File: src/rtl/bus_rr_sched_pkg.sv
// bus_sched_pkg: shared state encoding, address width, timeout and destination decode for bus_rr_sched.
package bus_sched_pkg;
  typedef enum logic [1:0] {IDLE, POP, DELIV} state_e;
  localparam int ADDR_W = 8;
  localparam int TIMEOUT = 1024;
  // Unicast wins over broadcast if the broadcast code is a valid agent index; an all-zero mask means drop.
  function automatic logic [31:0] dest_mask(input logic [ADDR_W-1:0] addr, input int src, input int n,
                                            input logic [ADDR_W-1:0] bc);
    dest_mask = '0;
    for (int i = 0; i < 32; i++)
      if (i < n && ((int'(addr) < n) ? i == int'(addr) : (addr == bc && i != src))) dest_mask[i] = 1'b1;
  endfunction
endpackage

File: src/rtl/bus_rr_sched_rr_picker.sv
// rr_picker: combinational round-robin search over req, starting at ptr and wrapping.
module rr_picker #(
  parameter int N = 4,
  localparam int IW = N > 1 ? $clog2(N) : 1
) (
  input  logic [N-1:0]  req,
  input  logic [IW-1:0] ptr,
  output logic [IW-1:0] gnt,
  output logic          vld
);
  logic [IW-1:0] idx;
  // Scan from the farthest offset down so the closest requester to ptr is written last.
  always_comb begin
    gnt = '0;
    vld = 1'b0;
    idx = '0;
    for (int k = N - 1; k >= 0; k--) begin
      idx = IW'((int'(ptr) + k) % N);
      if (req[idx]) begin
        gnt = idx;
        vld = 1'b1;
      end
    end
  end
endmodule

File: src/rtl/bus_rr_sched.sv
// bus_rr_sched: round-robin packet scheduler between agent FIFOs; BUS_RR_SCHED_TIMEOUT_EN adds a DELIV timeout and to_err.
module bus_rr_sched
  import bus_sched_pkg::*;
#(
  parameter int drvrs = 4,
  parameter int pckg_sz = 16,
  parameter logic [ADDR_W-1:0] broadcast = 8'hFF,
  localparam int IW = drvrs > 1 ? $clog2(drvrs) : 1
) (
  input  logic                            clk,
  input  logic                            reset,
  input  logic [drvrs-1:0]                pndng,
  input  logic [drvrs-1:0][pckg_sz-1:0]   D_pop,
  output logic [drvrs-1:0]                pop,
  input  logic [drvrs-1:0]                full,
  output logic [drvrs-1:0]                push,
  output logic [pckg_sz-1:0]              D_push,
  output logic [IW-1:0]                   grant_id,
  output logic                            busy,
  output logic [7:0]                      drop_cnt
`ifdef BUS_RR_SCHED_TIMEOUT_EN
  , output logic                          to_err
`endif
);
  state_e               state_q;
  logic [IW-1:0]        grant_q, ptr_q, pick_id, ptr_nxt;
  logic                 pick_vld, drop_w, deliver, tmo;
  logic [pckg_sz-1:0]   pkt_q;
  logic [drvrs-1:0]     pop_q, dmask;
  logic [7:0]           drop_q;
  logic [31:0]          mask_w;

  rr_picker #(.N(drvrs)) u_pick (.req(pndng), .ptr(ptr_q), .gnt(pick_id), .vld(pick_vld));

  assign mask_w  = dest_mask(pkt_q[pckg_sz-1 -: ADDR_W], int'(grant_q), drvrs, broadcast);
  assign dmask   = mask_w[drvrs-1:0];
  assign drop_w  = state_q == DELIV && mask_w == '0;
  // Push is combinational on full so delivery happens the very cycle backpressure clears.
  assign deliver = state_q == DELIV && !drop_w && (dmask & full) == '0;
  assign push    = deliver ? dmask : '0;
  assign D_push  = deliver ? pkt_q : '0;
  assign ptr_nxt = IW'((int'(grant_q) + 1) % drvrs);
  assign pop      = pop_q;
  assign grant_id = grant_q;
  assign busy     = state_q != IDLE;
  assign drop_cnt = drop_q;

`ifdef BUS_RR_SCHED_TIMEOUT_EN
  logic [15:0] wait_q;
  logic        to_err_q;
  assign tmo    = state_q == DELIV && !drop_w && !deliver && wait_q == 16'(TIMEOUT - 1);
  assign to_err = to_err_q;
  always_ff @(posedge clk) begin
    if (reset) begin
      wait_q   <= '0;
      to_err_q <= 1'b0;
    end else begin
      wait_q   <= state_q == DELIV ? wait_q + 16'd1 : '0;
      to_err_q <= tmo;
    end
  end
`else
  assign tmo = 1'b0;
`endif

  always_ff @(posedge clk) begin
    if (reset) begin
      state_q <= IDLE;
      pop_q   <= '0;
      grant_q <= '0;
      ptr_q   <= '0;
      pkt_q   <= '0;
      drop_q  <= '0;
    end else begin
      pop_q <= '0;
      case (state_q)
        IDLE: if (pick_vld) begin
          grant_q <= pick_id;
          pop_q   <= drvrs'(1) << pick_id;
          state_q <= POP;
        end
        POP: begin
          pkt_q   <= D_pop[grant_q];
          state_q <= DELIV;
        end
        DELIV: if (drop_w || deliver || tmo) begin
          ptr_q   <= ptr_nxt;
          state_q <= IDLE;
          if (drop_w || tmo) drop_q <= drop_q + (drop_q != 8'hFF ? 8'd1 : 8'd0);
        end
        default: state_q <= IDLE;
      endcase
    end
  end
endmodule

File: config.mk
export PLATFORM = sky130hd
export DESIGN_NAME = bus_rr_sched
export DESIGN_NICKNAME = d
export VERILOG_FILES = /design/src/rtl/bus_rr_sched_pkg.sv /design/src/rtl/bus_rr_sched_rr_picker.sv /design/src/rtl/bus_rr_sched.sv
export SDC_FILE = /design/constraint.sdc
export NUM_CORES = 1
export LEC_CHECK = 0
export ABC_AREA = 1
export CORE_ASPECT_RATIO = 1.5
export CORE_MARGIN = 1
export CORE_UTILIZATION = 30
export DETAILED_ROUTE_END_ITERATION = 10
export GPL_TIMING_DRIVEN = 0
export PLACE_DENSITY_LB_ADDON = 0.1
export SYNTH_ARGS = -nofsm -noshare
export SYNTH_HDL_FRONTEND = slang
export SYNTH_SLANG_ARGS = --single-unit
File: constraint.sdc
create_clock -name clk -period 3.13 [get_ports clk]
set_clock_uncertainty 0.05 [all_clocks]
set_input_delay 0.4695 -clock clk [delete_from_list [all_inputs] [get_ports clk]]
set_output_delay 0.4695 -clock clk [all_outputs]
set_load 0.01 [all_outputs]
==> flow_summary.json, run 1 <==
{
  "yosysWarnings": 0,
  "clock_path_buffers": 2,
  "startpoint": "grant_id[0]",
  "n_fill_cell": 832,
  "dpl.hpwl_um": 6390,
  "finalSetupViolCount": 0,
  "dp.cells": 600,
  "rr_worst_depth": 12,
  "hold_viol_final": 0,
  "syn_area_per_cell_um2": 6.14,
  "synth_top_area_frac": 0.283,
  "drt_wl_total_um": 7940,
  "final_cell_area_mm2": 0.00390,
  "reg2reg_slack_ps": 1330,
  "cts_tree": "done",
  "stdcell_count": 613,
  "antenna_cells": 0,
  "synthTopCellsByArea": "dfxtp_1 (28%), nor2_1 (12%), o21ai_0 (11%)",
  "status": "finished clean",
  "worstPathArrival_ps": 2450,
  "crit_type": "reg2out",
  "peakVddDrop_v": 0.000310,
  "placementRows": 39,
  "p_per_area_mw_per_mm2": 501,
  "clk_pin_slew_ps": 60,
  "synth_ff_type": "dfxtp_1",
  "die-area_mm2": 0.00838,
  "dr.pass1.iters": 4,
  "path_cells": "clkinvlp_4 -> ha_1 -> nand3b_1 -> nand2_2 -> nor2_2 -> nand2_4 -> inv_2 -> nor2_2 -> nand2_2 -> buf_6 -> nor2_1 -> clkdlybuf4s50_1",
  "crit_path_top_delay_cell": "clkdlybuf4s50_1",
  "met1_length_um": 3160,
  "netlist_instances": 391,
  "synth_edf_count": 0,
  "core_mm2": 0.00771,
  "htreeDepth": 2,
  "first_global_vias": 2827,
  "wl_per_cell_um": 12.9,
  "start_util": 0.312,
  "place.gp.congestion": 0.845,
  "holdWs_ps": 438,
  "numCtsBuffers": 5,
  "final.min_clock_period_ps": 2970,
  "rr_endpoint": "drop_cnt[0]",
  "grt_pass1_wl_um": 12700,
  "num_vias": 2872,
  "maxCapViolCount": 0,
  "synthArstFlopShare": 0,
  "place_area_mm2": 0.00360,
  "cp_slowest_stage_delay_ps": 530,
  "drc": 0,
  "path_max_fanout": 10,
  "antenna_found_initial": 0,
  "grt-ovfl-total": 0,
  "die_w_um": 75.1,
  "regArea_um2": 688,
  "period_share": 0.950,
  "synth_seq_cells": 34,
  "met2_length_um": 4090,
  "critPathLaunchType": "flop",
  "first_iter_violations": 106,
  "cts_hold_buf": 0,
  "relSlewSlack": 0.669,
  "multi_input_area_mm2": 0.00144,
  "fin_setup_tns_ps": 0,
  "wl_met3_um": 517,
  "ys_seq_area_frac": 0.283,
  "worstMarginPinSlew_ps": 496,
  "clk_latency_ps": 280,
  "cp-end-kind": "output port",
  "rsz0062_at_grt": "false",
  "area_delta_synth_final_pct": 62.2,
  "portBuffers": 107,
  "drive_above_1_share": 0.0998,
  "io_pins": 109,
  "synth_nets": 471,
  "root_buffer": "clkbuf_16",
  "layout_common_cells": "clkdlybuf4s50_1 (90), nor2_1 (77), nand2_1 (59)",
  "die_h_um": 112,
  "cp.required_ps": 2610,
  "gr-usage-all-layers": 0.199,
  "synth_top_area_cell": "dfxtp_1",
  "nets": 590,
  "fmax_mhz": 336,
  "ant_nets": 0,
  "grt_max_degree": 17,
  "clock_sinks": 34,
  "crit_end": "D_push[11]",
  "hold_path_class": "reg2reg",
  "top_layer_used": "met4",
  "finalMaxSlewViolations": 0,
  "final_common_cell": "clkdlybuf4s50_1",
  "power.leakage_uw": 0.00193,
  "vias_per_cell": 4.69,
  "worstReg2RegStart": "grant_id[0]",
  "synth.cell_area_mm2": 0.00240,
  "synth.distinct_cells": 26
}
[per-layer routing]
layer	vias to the layer above	track usage
li1	1496	-
met1	1262	0.214
met2	100	0.363
met3	14	0.0425
met4	0	0.0730
met5	-	0
[registers in the layout (all words and copies together) (netlist names)]
| register | flops |
|---|---|
| drop_cnt | 8 |
| grant_id | 2 |
| pkt_q | 16 |
| pop | 4 |
| ptr_q | 2 |
| state_q | 2 |
[metrics by stage]
stage               utilization  setup WS (ps)  power (uW)
finish                    0.505            156        1950
global placement          0.467           -314        1270
global route              0.505          0.514        2080
detailed placement        0.467           -323        1280
floorplan                     -            609         998
CTS                       0.498           29.1        1960
[cell type report]
cell class / instances / area share
clock buffer: 5 / 0.0321
clock inverter: 3 / 0.0177
multi-input combinational: 288 / 0.370
sequential: 34 / 0.177
buffer: 15 / 0.0202
tap: 102 / 0.0328
inverter: 52 / 0.0520
timing repair buffer: 114 / 0.298
[kinds of logic (layout without fill, tap and decap cells)]
group	after synthesis	count (layout)	share of synthesized area
flip-flops	34	34	0.283
buffers and inverters	69	189	0.117
AO/OA/AOI/OAI	104	104	0.230
AND/OR/NAND/NOR	173	173	0.320
XOR/XNOR	5	5	0.0182
adder cells (fa/ha/maj)	6	6	0.0312
[power breakdown]
part           internal [uW]  total (uW)  switching, uW
clock                    457         649            191
combinational            324         769            445
sequential               494         535           40.6
total                   1280        1950            677
[timing repair]
| item | in CTS | in global routing |
|---|---|---|
| gates resized for setup | 7 | 17 |
| pin swaps | 0 | 0 |
| setup endpoints to repair | 20 | 19 |
| cloned | 0 | 0 |
| setup buffers | 5 | 2 |
[worst min-delay path by stage]
stage	slack, ps	to	cells past startpoint	from
finish	440	drop_cnt[7]	2	drop_cnt[7]
global route	470	drop_cnt[7]	2	drop_cnt[7]
CTS	450	drop_cnt[7]	2	drop_cnt[7]
detailed placement	430	drop_cnt[7]	2	drop_cnt[7]
global placement	430	drop_cnt[7]	2	drop_cnt[7]
floorplan	440	drop_cnt[7]	2	drop_cnt[7]
[cells in the mapped netlist (5+ instances only)]
cell / count
a21oi_1: 26
inv_1: 47
dfxtp_1: 34
o21ai_1: 5
nand2_1: 60
o22ai_1: 16
inv_2: 5
nor2_2: 6
o21ai_0: 54
nor2_1: 77
clkbuf_1: 13
nand3_1: 11
nand2_2: 7
ha_1: 6
[critical path: cells and delay by family (launching register included)]
kind | cells | cell delay, ps
adders and majority gates | 1 | 210
and+or+nand+nor | 7 | 710
buffers and inverters | 4 | 860
DFF | 1 | 380
Power figures use the tool's default switching activity.
==> run 2, diff against run 1 <==
Settings changed: SKIP_LAST_GASP set to 1.
==> results of run 2 <==
No change in the layout: final DEF, timing and power equal those of run 1.
